--- src/rtl/gate_request_dispatcher.sv ---
`default_nettype none
// ============================================================================
//  Module   : gate_request_dispatcher
//  Purpose  : Buffers bounds-checked gate-placement requests in a small FIFO
//             and feeds them one at a time to the gate builder. Uses an
//             enable/done handshake and qualifies the builder's pixel stream
//             with a plot strobe.
//  Revision : 1.0 - initial release
// ============================================================================
module gate_request_dispatcher #(
    parameter int DEPTH  = 4,
    parameter int LENGTH = 15,
    parameter int X_MAX  = 639,
    parameter int Y_MAX  = 479
) (
    input  logic        iClock,
    input  logic        iReset,
    input  logic        iReqValid,
    output logic        oReqReady,
    input  logic [10:0] iReqX,
    input  logic [10:0] iReqY,
    input  logic        iReqVertical,
    input  logic [2:0]  iReqColour,
    output logic        oGateEnable,
    output logic [10:0] oGateX,
    output logic [10:0] oGateY,
    output logic        oGateVertical,
    output logic [2:0]  oGateColour,
    input  logic        iGateDone,
    output logic        oPlot,
    output logic        oBusy,
    output logic [7:0]  oDropCount
);

    localparam int                 c_ptr_w  = (DEPTH > 1) ? $clog2(DEPTH) : 1;
    localparam int                 c_cnt_w  = c_ptr_w + 1;
    localparam logic [c_cnt_w-1:0] c_depth  = c_cnt_w'(DEPTH);
    localparam logic [11:0]        c_len_m1 = 12'(LENGTH - 1);
    localparam logic [11:0]        c_x_max  = 12'(X_MAX);
    localparam logic [11:0]        c_y_max  = 12'(Y_MAX);

    typedef enum logic [1:0] {
        S_IDLE    = 2'd0,
        S_LOAD    = 2'd1,
        S_DRAW    = 2'd2,
        S_RELEASE = 2'd3
    } state_t;

    logic [25:0]        r_mem [DEPTH];
    logic [c_ptr_w-1:0] r_wr_ptr;
    logic [c_ptr_w-1:0] r_rd_ptr;
    logic [c_cnt_w-1:0] r_count;
    state_t             r_state;
    state_t             w_state_next;
    logic               w_full;
    logic               w_take;
    logic               w_legal;
    logic               w_push;
    logic               w_pop;
    logic [11:0]        w_x_end;
    logic [11:0]        w_y_end;
    logic [25:0]        w_head;
    logic               r_enable;
    logic               r_plot;
    logic               w_enable_next;
    logic               w_plot_next;
    logic [10:0]        r_gate_x;
    logic [10:0]        r_gate_y;
    logic               r_gate_vertical;
    logic [2:0]         r_gate_colour;
    logic [7:0]         r_drop_count;

    // Far end of the gate computed one bit wider than the inputs so it never wraps
    assign w_x_end = {1'b0, iReqX} + c_len_m1;
    assign w_y_end = {1'b0, iReqY} + c_len_m1;
    assign w_legal = iReqVertical ? ((w_y_end <= c_y_max) && ({1'b0, iReqX} <= c_x_max))
                                  : ((w_x_end <= c_x_max) && ({1'b0, iReqY} <= c_y_max));

    assign w_full  = (r_count == c_depth);
    assign w_take  = iReqValid && !w_full;
    assign w_push  = w_take && w_legal;
    assign w_head  = r_mem[r_rd_ptr];

    // FIFO storage; contents are meaningless until counted, so no reset needed
    always_ff @(posedge iClock) begin
        if (w_push) begin
            r_mem[r_wr_ptr] <= {iReqX, iReqY, iReqVertical, iReqColour};
        end
    end

    // FIFO pointers and occupancy
    always_ff @(posedge iClock) begin
        if (iReset) begin
            r_wr_ptr <= '0;
            r_rd_ptr <= '0;
            r_count  <= '0;
        end else begin
            if (w_push) begin
                r_wr_ptr <= r_wr_ptr + c_ptr_w'(1);
            end
            if (w_pop) begin
                r_rd_ptr <= r_rd_ptr + c_ptr_w'(1);
            end
            if (w_push && !w_pop) begin
                r_count <= r_count + c_cnt_w'(1);
            end else if (!w_push && w_pop) begin
                r_count <= r_count - c_cnt_w'(1);
            end
        end
    end

    // Saturating count of requests rejected by the bounds check
    always_ff @(posedge iClock) begin
        if (iReset) begin
            r_drop_count <= '0;
        end else if (w_take && !w_legal && (r_drop_count != 8'hFF)) begin
            r_drop_count <= r_drop_count + 8'd1;
        end
    end

    // State register plus registered enable/plot so both drop on the same edge
    always_ff @(posedge iClock) begin
        if (iReset) begin
            r_state  <= S_IDLE;
            r_enable <= 1'b0;
            r_plot   <= 1'b0;
        end else begin
            r_state  <= w_state_next;
            r_enable <= w_enable_next;
            r_plot   <= w_plot_next;
        end
    end

    // Next-state, pop decision and next enable/plot values
    always_comb begin
        w_state_next  = r_state;
        w_pop         = 1'b0;
        w_enable_next = r_enable;
        w_plot_next   = r_plot;
        case (r_state)
            S_IDLE: begin
                if (r_count != '0) begin
                    w_pop         = 1'b1;
                    w_state_next  = S_LOAD;
                    w_enable_next = 1'b1;
                    w_plot_next   = 1'b0;
                end
            end
            S_LOAD: begin
                // A done seen here is ignored: the builder has not started yet
                w_state_next  = S_DRAW;
                w_enable_next = 1'b1;
                w_plot_next   = 1'b1;
            end
            S_DRAW: begin
                if (iGateDone) begin
                    w_state_next  = S_RELEASE;
                    w_enable_next = 1'b0;
                    w_plot_next   = 1'b0;
                end
            end
            S_RELEASE: begin
                w_state_next  = S_IDLE;
                w_enable_next = 1'b0;
                w_plot_next   = 1'b0;
            end
            default: begin
                w_state_next  = S_IDLE;
                w_enable_next = 1'b0;
                w_plot_next   = 1'b0;
            end
        endcase
    end

    // Gate parameters held from one pop until the next
    always_ff @(posedge iClock) begin
        if (iReset) begin
            r_gate_x        <= '0;
            r_gate_y        <= '0;
            r_gate_vertical <= 1'b0;
            r_gate_colour   <= '0;
        end else if (w_pop) begin
            {r_gate_x, r_gate_y, r_gate_vertical, r_gate_colour} <= w_head;
        end
    end

    assign oReqReady     = !w_full;
    assign oGateEnable   = r_enable;
    assign oPlot         = r_plot;
    assign oGateX        = r_gate_x;
    assign oGateY        = r_gate_y;
    assign oGateVertical = r_gate_vertical;
    assign oGateColour   = r_gate_colour;
    assign oDropCount    = r_drop_count;
    assign oBusy         = (r_count != '0) || (r_state != S_IDLE);

endmodule
`default_nettype wire
--- config.mk ---
export PLATFORM = sky130hd
export DESIGN_NAME = gate_request_dispatcher
export DESIGN_NICKNAME = d
export VERILOG_FILES = /design/src/rtl/gate_request_dispatcher.sv
export SDC_FILE = /design/constraint.sdc
export NUM_CORES = 1
export LEC_CHECK = 0
export BUFFER_PORTS_ARGS = -buffer_cell sky130_fd_sc_hd__buf_2
export CORE_MARGIN = 2
export CORE_UTILIZATION = 40
export CTS_CLUSTER_SIZE = 20
export DETAILED_ROUTE_END_ITERATION = 6
export PLACE_DENSITY = 0.67
export SYNTH_ARGS = -nofsm -noshare
export SYNTH_HDL_FRONTEND = slang
export SYNTH_SLANG_ARGS = --single-unit
export TNS_END_PERCENT = 5
--- constraint.sdc ---
create_clock -name iClock -period 4.45 [get_ports iClock]
set_input_delay 0.445 -clock iClock [delete_from_list [all_inputs] [get_ports iClock]]
set_output_delay 0.445 -clock iClock [all_outputs]
set_load 0.02 [all_outputs]
==> Word-level counts from Yosys, hierarchy flattened <==
Memory sizes are Yosys's and may differ from the RTL's. A register that Yosys moved wholly into a read port is not among the register bits.
Cells that the tools add are included.
{ "op_classes": {"eq_ne": 7, "n_addsub": 7, "n_reduce_logical": 18, "magnitude_cmp": 4, "muxes": 15} }
{ "op_table": {"columns": ["cell", "n"], "rows": [
  ["$add 11x4->12 const B", 2],
  ["$le 12x10->1 const B", 1],
  ["$le 12x9->1 const B", 1],
  ["$le 11x10->1 const B", 1],
  ["$le 11x9->1 const B", 1],
  ["$add 8x1->8 const B", 1],
  ["$logic_and 1x1->1", 8],
  ["$mux 1", 8],
  ["$ne 8x8->1 const B", 1],
  ["$pmux 1 s4", 2],
  ["$pmux 2 s4", 1],
  ["$mux 3", 2],
  ["$add 2x1->2 const B", 2],
  ["$eq 2x2->1 const B", 2],
  ["$logic_not 1->1", 4],
  ["$mux 2", 2],
  ["$ne 2x2->1 const B", 2],
  ["$reduce_bool 2->1", 2],
  ["$add 3x1->3 const B", 1],
  ["$eq 3x3->1 const B", 1],
  ["$reduce_bool 3->1", 1],
  ["$sub 3x1->3 const B", 1],
  ["$eq 2x1->1 const B", 1],
  ["$logic_not 2->1", 1],
  ["other kinds (2)", 2]
]} }
{ "word_totals": {"inputBits": 30, "wordCells": 59, "mem_count": 1, "ram_bits": 104, "out_inout_bits": 38, "regBits": 19} }
{ "mem_list": {"columns": ["name", "words", "width", "read_ports", "rd_clocked_by_memory_dff", "wr", "line", "rtl"], "rows": [
  ["r_mem", 4, 26, 1, 1, 1, "49", "logic [25:0] r_mem [DEPTH];"]
]} }

==> Logic depth before layout (Yosys ltp) <==
Gate-level depths: netlist of the first run.
{ "depth": {"word_depth": 9, "ltp_mapped": 13, "mapped_depth_nobuf": 13} }

==> Least setup slack after synthesis of the first run <==
OpenSTA, ideal clock, no wires.
{ "synth_timing": {"path_type": "input -> register", "start": "input port iReqX[1]", "end": "register r_count[2]", "n_path_buf": 0, "stages": 13, "t_arrival_ns": 3.036, "t_required_ns": 4.380, "setup_time_ns": 0.070, "setup_slack_ns": 1.344, "path_cell_list": "inv_1 -> ha_1 -> nor2b_1 -> nor2_1 -> or3_1 -> a311oi_4 -> o21a_4 -> ha_1 -> inv_1 -> fa_1 -> xor2_1 -> or3_1 -> a21oi_1"} }
{ "synth_via": {"elab_chain_cells": 8, "elab_cells_between_ends": 12, "cone_classes": "1 x add/sub; 2 x order compare; 2 x mux; 7 x reduce/logical"} }
{ "synth_rtl": {"columns": ["item", "line", "rtl"], "rows": [
  ["from (decl)", "20", "input logic [10:0] iReqX,"],
  ["$add 11x4->12", "74", "assign w_x_end = {1'b0, iReqX} + c_len_m1;"],
  ["$le 12x10->1", "77", ": ((w_x_end <= c_x_max) && ({1'b0, iReqY} <= c_y_max));"],
  ["$logic_and 1x1->1", "77", null],
  ["$mux 1 *", "76", "assign w_legal = iReqVertical ? ((w_y_end <= c_y_max) && ({1'b0, iReqX} <= c_x_max))"],
  ["$logic_and 1x1->1 *", "81", "assign w_push = w_take && w_legal;"],
  ["net w_push", "58", "logic w_push;"],
  ["$logic_not 1->1", "106", "end else if (!w_push && w_pop) begin"],
  ["$logic_and 1x1->1", "106", null],
  ["$reduce_bool 2->1 (no source line)", null, null],
  ["to (signal assigned)", "105", "r_count <= r_count + c_cnt_w'(1);"],
  ["to (signal assigned)", "107", "r_count <= r_count - c_cnt_w'(1);"],
  ["to (decl)", "52", "logic [c_cnt_w-1:0] r_count;"]
]} }
The timed path passes the listed nets; every way through them passes the cells marked *.
A chain may end at the register's enable or synchronous reset.

==> Worst setup path after layout of the first run <==
Ends and elaborated chain as after synthesis.

==> out/results.ini, run 1 <==
[status]
outcome = completed

[finish]
antenna-diode-count = 0
drive_gt1_share_pct = 28.0
num-fill-cells = 1285
design_area_um2 = 7220
syn2layout_area_growth_pct = 19.3
seqCellArea_um2 = 4030
layout_commonest_cell = edfxtp_1
final_util_pct = 49.3
final_net_count = 536
multi_input_area_um2 = 1910
final_cell_mix = edfxtp_1 (104), buf_2 (67), nand2_1 (60)

[timing]
max_freq_ghz = 0.320
finalCritPeriodShare_pct = 70.3
rsz0062_at_grt = no
finalHoldViolCount = 0
setup_tns_ps = 0
skew_ps = 9.43
fin_hold_ws_ps = 245
worst_pin_slew_ps = 1030
period_minus_slack_ps = 3130
layout_setup_ws_ps = 1320
slew_viol_final = 0
slew_headroom_pct = 31.2
setup_violations = 0

[placement]
dpl_cell_area_um2 = 6620
io_buffers = 67
place_ws_ps = 892
place.gp.congestion = 0.746
dp_hpwl_um = 7410

[die]
die_y_um = 127
core_area_um2 = 14600
ios = 68
dieArea_um2 = 16100
fp-row-count = 44
die_w_um = 127
floorplan.initialDensity_pct = 41.3

[worst_setup_path]
max_stage_delay_ps = 580
cp.required_ps = 4780
cp_num_buf_inv = 3
path_cells = buf_2 -> inv_1 -> ha_1 -> nor2b_1 -> nor2_1 -> or3_1 -> a311oi_4 -> o21a_4 -> ha_1 -> inv_1 -> fa_1 -> xor2_1 -> or3_1 -> a21oi_1
cp_data_arrival_time_ps = 3460
crit_cells = 14
start_kind = input pin
crit_family = compound AO/OA/AOI/OAI gates
path_max_fanout = 9
path_class = in2reg
cp_slowest_cell = a311oi_4
worst_setup_path_end_kind = flip-flop
r2r_cells = 11

[drt]
dr.pass1.iters = 4
drc_errors = 0
vias = 3569
ant_nets = 0
first_iter_violations = 166
wirelength_um = 12000
vias_per_cell = 5.19
wl_per_cell_um = 17.4

[clock_network]
clk_pin_slew_ps = 50
postCtsSetupBuffers = 0
cts_buffers = 17
cts_root_buffer = clkbuf_16
cts.sinks = 149
htree_levels = 4
insertion_delay_ps = 420
cts_tree = yes
cts_hold_buf = 0
ctsResizeCount = 0
clockBufferDepth = 2

[power]
ir_drop_v = 0.000305
switching_share_pct = 29.2
p_int_mw = 2.92
power_density_nw_per_um2 = 572
pwr-share-comb_pct = 22.9
seq_power_share_pct = 42.1
power.switching_mw = 1.20
p_clk_share_pct = 35.0
power.leakage_nw = 2.65

[global_route]
grt_overflow = 0
antenna_found_initial = 0
grt_pass1_wl_um = 19200
track_usage_pct = 15.9
grt_pass1_vias = 3623
grt_max_degree = 53

[synthesis]
netlist_area_um2 = 6050
ys_types = 45
synth_flop_cell = edfxtp_1
ys_seq_area_share_pct = 66.5
synth_area_per_cell_um2 = 14.7
synth_edf_count = 104
ys_warn_count = 0
synthCells = 412
synth-seq-cells = 149
synth.net_count = 457
async_flop_share_pct = 0

[run]
drv_cap = 0

[worst_hold_path]
holdPathStages = 1
hp-class = in2reg

-- worst paths after layout --
kind / slack, ps / start / end
worst max register to register: 1940 / r_state[0]$_SDFFE_PP0P_ / r_count[2]$_SDFFE_PP0P_
worst min-delay path: 240 / iReqColour[0] / r_mem[2][0]$_DFFE_PP_
worst min register to register: 450 / oGateX[0]$_SDFFE_PP0P_ / oGateX[0]$_SDFFE_PP0P_
worst max-delay path: 1320 / iReqX[1] / r_count[2]$_SDFFE_PP0P_
-- final cells by class --
| cell class | count | area share [%] |
|---|---|---|
| tap | 184 | 3.19 |
| inverter | 15 | 0.780 |
| clock inverter | 13 | 2.25 |
| clock buffer | 19 | 6.00 |
| sequential | 149 | 55.8 |
| timing repair buffer | 76 | 5.58 |
| multi-input combinational | 232 | 26.4 |
-- power groups by stage --
stage,Combinational [mW],Clock (mW),Sequential [mW]
global route,1.05,1.53,1.76
CTS,0.968,1.47,1.74
floorplan,0.563,0,1.85
detailed placement,0.965,0,1.77
global placement,0.942,0,1.77
finish,0.945,1.44,1.74
-- cells in the mapped netlist, types with 3 or more instances --
cell type / count / share of area, %
edfxtp_1: 104 / 52
nand2_1: 60 / 3.7
dfxtp_1: 45 / 15
a21oi_1: 30 / 2.5
mux4_2: 26 / 9.7
nor2_1: 20 / 1.2
ha_1: 14 / 2.9
inv_1: 14 / 0.87
clkbuf_1: 11 / 0.68
nor2b_1: 11 / 1.1
and2_1: 7 / 0.72
nand3_1: 6 / 0.50
mux2_1: 5 / 0.93
and3_1: 4 / 0.41
mux2i_1: 4 / 0.66
nor4_1: 4 / 0.41
xor2_1: 4 / 0.58
buf_2: 3 / 0.25
nor3_1: 3 / 0.25
o211ai_1: 3 / 0.37
-- cells by family after synthesis --
kind of cell,share of synthesized area [%]
AOI/OAI and AO/OA,5.15
muxes,12.1
DFF,66.5
adders and majority gates,3.23
buffers and inverters,1.99
and+or+nand+nor,10.1
xor gates and xnor gates,0.869
-- metrics by stage --
stage / total power [mW] / instances
final: 4.13 / 688
after global routing: 4.35 / 688
after CTS: 4.19 / 688
after detailed placement: 2.74 / 656
after global placement: 2.71 / 656
after floorplan: 2.41 / 412
-- registers in the layout, summed over array words and instances, names as in the netlist --
register and flops:
oDropCount 8, oGateColour 3, oGateEnable 1, oGateVertical 1
oGateX 11, oGateY 11, oPlot 1, r_count 3
r_mem 104, r_rd_ptr 2, r_state 2, r_wr_ptr 2
-- layer usage --
| layer | global-route usage (%) | share of wire, % |
|---|---|---|
| met5 | 0 | 0 |
| met4 | 5.95 | 0.98 |
| met3 | 5.15 | 4.8 |
| met2 | 24.9 | 48 |
| met1 | 20.7 | 46 |
Note: power is estimated with default switching activity, not from simulation.
==> run 2, diff against run 1 <==
--- a/config.mk
+++ b/config.mk
@@ -5,12 +5,13 @@
 export SDC_FILE = /design/constraint.sdc
 export NUM_CORES = 1
 export LEC_CHECK = 0
+export ABC_AREA = 1
 export BUFFER_PORTS_ARGS = -buffer_cell sky130_fd_sc_hd__buf_2
 export CORE_MARGIN = 2
 export CORE_UTILIZATION = 40
 export CTS_CLUSTER_SIZE = 20
 export DETAILED_ROUTE_END_ITERATION = 6
-export PLACE_DENSITY = 0.67
+export PLACE_DENSITY = 0.69
 export SYNTH_ARGS = -nofsm -noshare
 export SYNTH_HDL_FRONTEND = slang
 export SYNTH_SLANG_ARGS = --single-unit
==> constraint.sdc (replaced) <==
create_clock -name iClock -period 2.8 [get_ports iClock]
set_input_delay 0.28 -clock iClock [delete_from_list [all_inputs] [get_ports iClock]]
set_output_delay 0.28 -clock iClock [all_outputs]
set_load 0.02 [all_outputs]
==> out/results.ini, run 2 <==
[die]
die_y_um = 129  ; +1.6%
die_w_um = 129  ; +1.6%
ios = 68  ; unchanged
fp-row-count = 45  ; +2.3%
floorplan.initialDensity_pct = 41.0  ; -0.33 points
dieArea_um2 = 16700  ; +3.3%
core_area_um2 = 15300  ; +4.2%

[global_route]
grt_overflow = 0  ; unchanged
grt_max_degree = 54  ; +1.9%
gr-usage-met1_pct = 21.8  ; +1.1 points
grt_pass1_wl_um = 22600  ; +17%
antenna_found_initial = 2  ; +2
grt.busiest_layer = met2
use_met2_pct = 29.4  ; +4.5 points
grt_pass1_vias = 4498  ; +24%
track_usage_pct = 17.9  ; +2.0 points
grt_util_met3_pct = 5.24  ; +0.093 points

[synthesis]
ys_types = 30  ; -33%
synth-seq-cells = 149  ; unchanged
synth_area_per_cell_um2 = 10.4  ; -29%
ys_warn_count = 0  ; unchanged
synth_area_leaders = edfxtp_1 (50%), dfxtp_1 (14%), nor2_1 (8.1%)
netlist_area_um2 = 6250  ; +3.4%
netlist_top_cells_count = nor2_1 (135), edfxtp_1 (104), o21ai_0 (86)
synth_edf_count = 104  ; unchanged
synth_flop_cell = edfxtp_1
yosysMostFrequentCell = nor2_1
ys_seq_area_share_pct = 64.3  ; -2.2 points
synth_top_area_share_pct = 49.9  ; -1.7 points
yosys.area.top_type = edfxtp_1
synthCells = 604  ; +47%
async_flop_share_pct = 0  ; unchanged
synth.net_count = 649  ; +42%

[drt]
wl_per_cell_um = 15.3  ; -12%
first_iter_violations = 352  ; +110%
vias = 4538  ; +27%
wirelength_um = 13900  ; +16%
drc_errors = 0  ; unchanged
vias_per_cell = 5.01  ; -3.3%
ant_nets = 0  ; unchanged
dr.pass1.iters = 4  ; unchanged

[timing]
skew_ps = 6.48  ; -2.95 ps
setup_violations = 0  ; unchanged
period_minus_slack_ps = 2210
rsz0062_at_grt = no
worst_pin_slew_ps = 608  ; -425 ps
max_freq_ghz = 0.452
finalHoldViolCount = 0  ; unchanged
finalCritPeriodShare_pct = 79.0
setup_tns_ps = 0  ; unchanged
layout_setup_ws_ps = 587  ; -734 ps
slew_headroom_pct = 59.4  ; +28 points
slew_viol_final = 0  ; unchanged

[clock_network]
cts.sinks = 149  ; unchanged
cts_root_buffer = clkbuf_16
htree_levels = 4  ; unchanged
clockBufferDepth = 2  ; unchanged
postCtsSetupBuffers = 0  ; unchanged
insertion_delay_ps = 420  ; about the same
cts_buffers = 17  ; unchanged
cts_tree = yes
ctsResizeCount = 0  ; unchanged
cts_hold_buf = 0  ; unchanged
clk_pin_slew_ps = 60  ; about the same

[worst_setup_path]
cp_num_buf_inv = 5  ; +2
rrSetupSlack_ps = 700  ; -1240 ps
path_class = in2reg
cp_data_arrival_time_ps = 2570  ; -890 ps
path_max_fanout = 7  ; -2
crit_family = simple AND/OR/NAND/NOR gates
start_kind = input pin
cp_slowest_cell = fa_1
cp.required_ps = 3150  ; -1630 ps
max_stage_delay_ps = 370  ; -210 ps
worst_setup_path_end_kind = flip-flop
path_cells = buf_2 -> inv_1 -> ha_1 -> inv_1 -> nor2_1 -> nor2_2 -> nand2_1 -> nand2_1 -> nand3_1 -> nand2_1 -> nand2_4 -> nand2_2 -> nand2_2 -> inv_1 -> ha_1 -> inv_1 -> fa_1 -> nor2_1 -> nor2_1 -> nand2_1 -> o21ai_0 -> a21oi_1

[finish]
final_net_count = 726  ; +35%
drive_gt1_share_pct = 19.3  ; -8.7 points
layout_commonest_cell = nor2_1
final_cells = 905  ; +32%
largest_reg_flops = 104  ; unchanged
largest_register = r_mem
final_cell_mix = nor2_1 (131), edfxtp_1 (104), o21ai_0 (86)
num-fill-cells = 1310  ; +1.9%
design_area_um2 = 7580  ; +5.0%
syn2layout_area_growth_pct = 21.2
antenna-diode-count = 0  ; unchanged

[placement]
dpl_cell_area_um2 = 6920  ; +4.5%
place.gp.congestion = 0.806  ; +8.1%
place_ws_ps = 160  ; -732 ps
dp.cells = 873  ; +33%
io_buffers = 67  ; unchanged
dp_hpwl_um = 8510  ; +15%

[power]
power.leakage_nw = 2.96  ; +12%
ir_drop_v = 0.000498  ; +63%
power_density_nw_per_um2 = 892  ; +56%
p_total_mw = 6.76  ; +64%

[status]
outcome = completed

[worst_hold_path]
hp-class = in2reg

[run]
drv_cap = 0  ; unchanged

[run 2: cell types whose count changed after synthesis, sizes merged, moves of 5 or more]
cell / previous run / this run
inv: 14 / 44
mux2: 9 / 0
nor2: 20 / 140
nor4: 5 / 0
nand3: 6 / 15
nand4: 2 / 11
mux4: 26 / 0
a21oi: 30 / 17
clkbuf: 11 / 20
a31oi: 0 / 28
and2: 7 / 0
nor2b: 11 / 0
o21ai: 3 / 86
[run 2: power by group]
group / internal, mW / switching [mW] / leakage, nW
clock network: 1.67 / 0.863 / 0.311
registers: 2.55 / 0.101 / 1.31
logic: 0.479 / 1.10 / 1.34
[run 2: cell families (layout without fill, tap and decap cells)]
family                   after synthesis  in the layout  share of synthesized area (%)
AO/OA/AOI/OAI                        133            133                           11.5
adder cells (fa/ha/maj)               15             15                           3.12
XOR/XNOR                               6              6                          0.840
AND/OR/NAND/NOR                      232            232                           16.0
flip-flops                           149            149                           64.3
buffers and inverters                 69            159                           4.20
[run 2: path summary, 6_finish.rpt]
kind         cells after the start                    start                      end
max                             22                 iReqX[1]  r_count[2]$_SDFFE_PP0P_
min                              1            iReqColour[1]    r_mem[1][1]$_DFFE_PP_
max reg2reg                     14  r_count[0]$_SDFFE_PP0P_  r_count[2]$_SDFFE_PP0P_
min reg2reg                      2       oPlot$_SDFFE_PP0P_       oPlot$_SDFFE_PP0P_
[run 2: per-layer routing]
layer / vias up / routed length [µm]
li1: 2237 / -
met2: 133 / 6850
met4: 0 / 260
met3: 23 / 888
met1: 2145 / 5890
met5: - / 0
[run 2: through the flow]
step | utilization [%] | hold WS, ps
floorplan | - | 379
global placement | 45.3 | 439
detailed placement | 45.3 | 440
CTS | 49.7 | 55.2
global route | 49.7 | 75.1
finish | 49.7 | 74.7
[run 2: layout make-up]
cell class                 count  area (µm²)  share of cell area [%]
sequential                   149        4020                    53.1
multi-input combinational    386        1990                    26.2
clock inverter                13         229                    3.02
timing repair buffer          83         480                    6.34
tap                          211         264                    3.48
inverter                      44         165                    2.18
clock buffer                  19         433                    5.71
==> run 3, diff against run 2 <==
==> constraint.sdc (replaced) <==
create_clock -name iClock -period 1.8 [get_ports iClock]
set_input_delay 0.18 -clock iClock [delete_from_list [all_inputs] [get_ports iClock]]
set_output_delay 0.18 -clock iClock [all_outputs]
set_load 0.02 [all_outputs]
==> out/results.ini, run 3 (synthesized netlist as in run 2, its figures left out) <==
[drt]
dr.pass1.iters = 5  ; +1
vias_per_cell = 5.00  ; -0.29%
wirelength_um = 14600  ; +5.1%
ant_nets = 0  ; unchanged
drc_errors = 0  ; unchanged
first_iter_violations = 362  ; +2.8%
wl_per_cell_um = 15.3  ; -0.37%
vias = 4775  ; +5.2%

[timing]
finalHoldViolCount = 0  ; unchanged
slew_viol_final = 0  ; unchanged
worst_pin_slew_ps = 697  ; +89.0 ps
setup_violations = 0  ; unchanged
rsz0062_at_grt = yes
slew_headroom_pct = 53.5  ; -5.9 points
finalCritPeriodShare_pct = 99.8
max_freq_ghz = 0.557
period_minus_slack_ps = 1800
skew_ps = 6.72  ; +0.237 ps

[power]
power.leakage_nw = 3.21  ; +8.5%
ir_drop_v = 0.000774  ; +55%
power_density_nw_per_um2 = 1300  ; +46%

[clock_network]
insertion_delay_ps = 420  ; about the same
cts.sinks = 149  ; unchanged
clk_pin_slew_ps = 60  ; about the same
cts_root_buffer = clkbuf_16
htree_levels = 4  ; unchanged
cts_tree = yes
cts_buffers = 17  ; unchanged
clockBufferDepth = 2  ; unchanged

[worst_hold_path]
hold_start = iReqY[7]
hold_path_end = r_mem[1][11]$_DFFE_PP_
holdPathStages = 1  ; unchanged
hp-class = in2reg

[worst_setup_path]
path_class = reg2reg
cp.required_ps = 2110  ; -1040 ps
start_kind = flip-flop
path_max_fanout = 2  ; -5
r2r_cells = 10  ; -4
cp_data_arrival_time_ps = 2110  ; -460 ps
r2r-end = r_count[1]$_SDFFE_PP0P_
rr_startpoint = r_state[0]$_SDFFE_PP0P_
rrSetupSlack_ps = 4  ; -700 ps
worst_setup_path_end_kind = flip-flop

[placement]
io_buffers = 67  ; unchanged
dp_hpwl_um = 9000  ; +5.7%
dp.cells = 912  ; +4.5%
place.gp.congestion = 0.851  ; +5.5%

[finish]
antenna-diode-count = 0  ; unchanged
largest_register = r_mem
seqCellArea_um2 = 4020  ; unchanged
largest_reg_flops = 104  ; unchanged
final_cell_mix = nor2_1 (127), edfxtp_1 (104), o21ai_0 (84)
multi_input_area_um2 = 2150  ; +8.2%
final_util_pct = 53.9  ; +4.2 points
final_net_count = 776  ; +6.9%
num-fill-cells = 1269  ; -3.1%
syn2layout_area_growth_pct = 31.5
final_cells = 955  ; +5.5%
drive_gt1_share_pct = 28.5  ; +9.2 points
layout_commonest_cell = nor2_1

[die]
dieArea_um2 = 16700  ; unchanged
die_y_um = 129  ; unchanged
core_area_um2 = 15300  ; unchanged
ios = 68  ; unchanged
die_w_um = 129  ; unchanged
fp-row-count = 45  ; unchanged
floorplan.initialDensity_pct = 41.0  ; unchanged

[global_route]
grt_pass1_wl_um = 23200  ; +2.6%
grt_max_degree = 54  ; unchanged
grt_pass1_vias = 4760  ; +5.8%
grt_overflow = 0  ; unchanged
antenna_found_initial = 1  ; -1
track_usage_pct = 18.3  ; +0.38 points

[run]
drv_cap = 0  ; unchanged

[status]
outcome = completed

==> run 3: cell count changes in the layout (fill, tap and decap cells not counted), moves of 5 or more <==
cell and change:
buf_4 +41, inv_1 -11, buf_2 -7, nor2_4 +7, dlygate4sd3_1 +5, ha_1 -5
nand2_1 -5
==> run 3: repair_timing <==
action | 4_1_cts | 5_1_grt
endpoints found under the setup margin | 2 | 24
resized for setup | 13 | 32
buffers inserted | 2 | 4
endpoints found under the hold margin | 20 | 0
pin swaps | 3 | 23
hold buffers | 5 | 0
==> run 3: power breakdown <==
part | total, mW | switching (mW) | leakage, nW | internal, mW
Sequential | 4.12 | 0.156 | 1.31 | 3.96
Combinational | 2.87 | 1.84 | 1.61 | 1.03
Clock | 3.72 | 1.36 | 0.293 | 2.36
Total | 10.7 | 3.36 | 3.21 | 7.34
==> run 3: routing by layer <==
| metal | vias to the layer above | track usage [%] | part of all wire, % |
|---|---|---|---|
| met3 | 22 | 4.13 | 4.8 |
| met1 | 2303 | 22.4 | 41 |
| met2 | 111 | 31.0 | 52 |
| met5 | - | 0 | 0.089 |
| met4 | 2 | 8.38 | 1.8 |
| li1 | 2337 | - | - |
==> run 3: critical path: stages, from the launching register on <==
cell and delay, ps:
dfxtp_1 310, inv_1 80, ha_2 190, inv_2 60, a31oi_4 160, inv_2 70, ha_4 160, inv_4 50
fa_2 430, o21ai_2 130, a21oi_1 50
==> run 3: worst max path at each step <==
| stage | startpoint | to | slack [ps] |
|---|---|---|---|
| global route | iReqX[2] | r_count[2]$_SDFFE_PP0P_ | -140 |
| CTS | iReqY[2] | r_count[2]$_SDFFE_PP0P_ | -30 |
| detailed placement | iReqY[2] | r_count[2]$_SDFFE_PP0P_ | -570 |
| global placement | iReqY[2] | r_count[2]$_SDFFE_PP0P_ | -530 |
| finish | r_state[0]$_SDFFE_PP0P_ | r_count[1]$_SDFFE_PP0P_ | 4 |
| floorplan | iReqY[2] | r_count[2]$_SDFFE_PP0P_ | -320 |
==> run 3: final cells by class <==
class	instances	share of cell area (%)
flip-flops and latches	149	48.9
clock buffers	20	5.43
clock inverters	12	2.16
well taps	211	3.21
multi-input cells	386	26.1
repair buffers	133	11.7
inverters	44	2.50
==> run 3: through the flow <==
stage	power [mW]	hold slack, ps	cell area, µm²	TNS, ps	setup WS [ps]
floorplan	5.90	279	6380	-15690	-324
global placement	6.86	402	7370	-33860	-525
detailed placement	6.96	408	7370	-36690	-570
CTS	10.7	5.45	8090	-27.7	-27.7
global route	11.2	14.4	8220	-945	-142
finish	10.7	30.5	8220	0	4.46
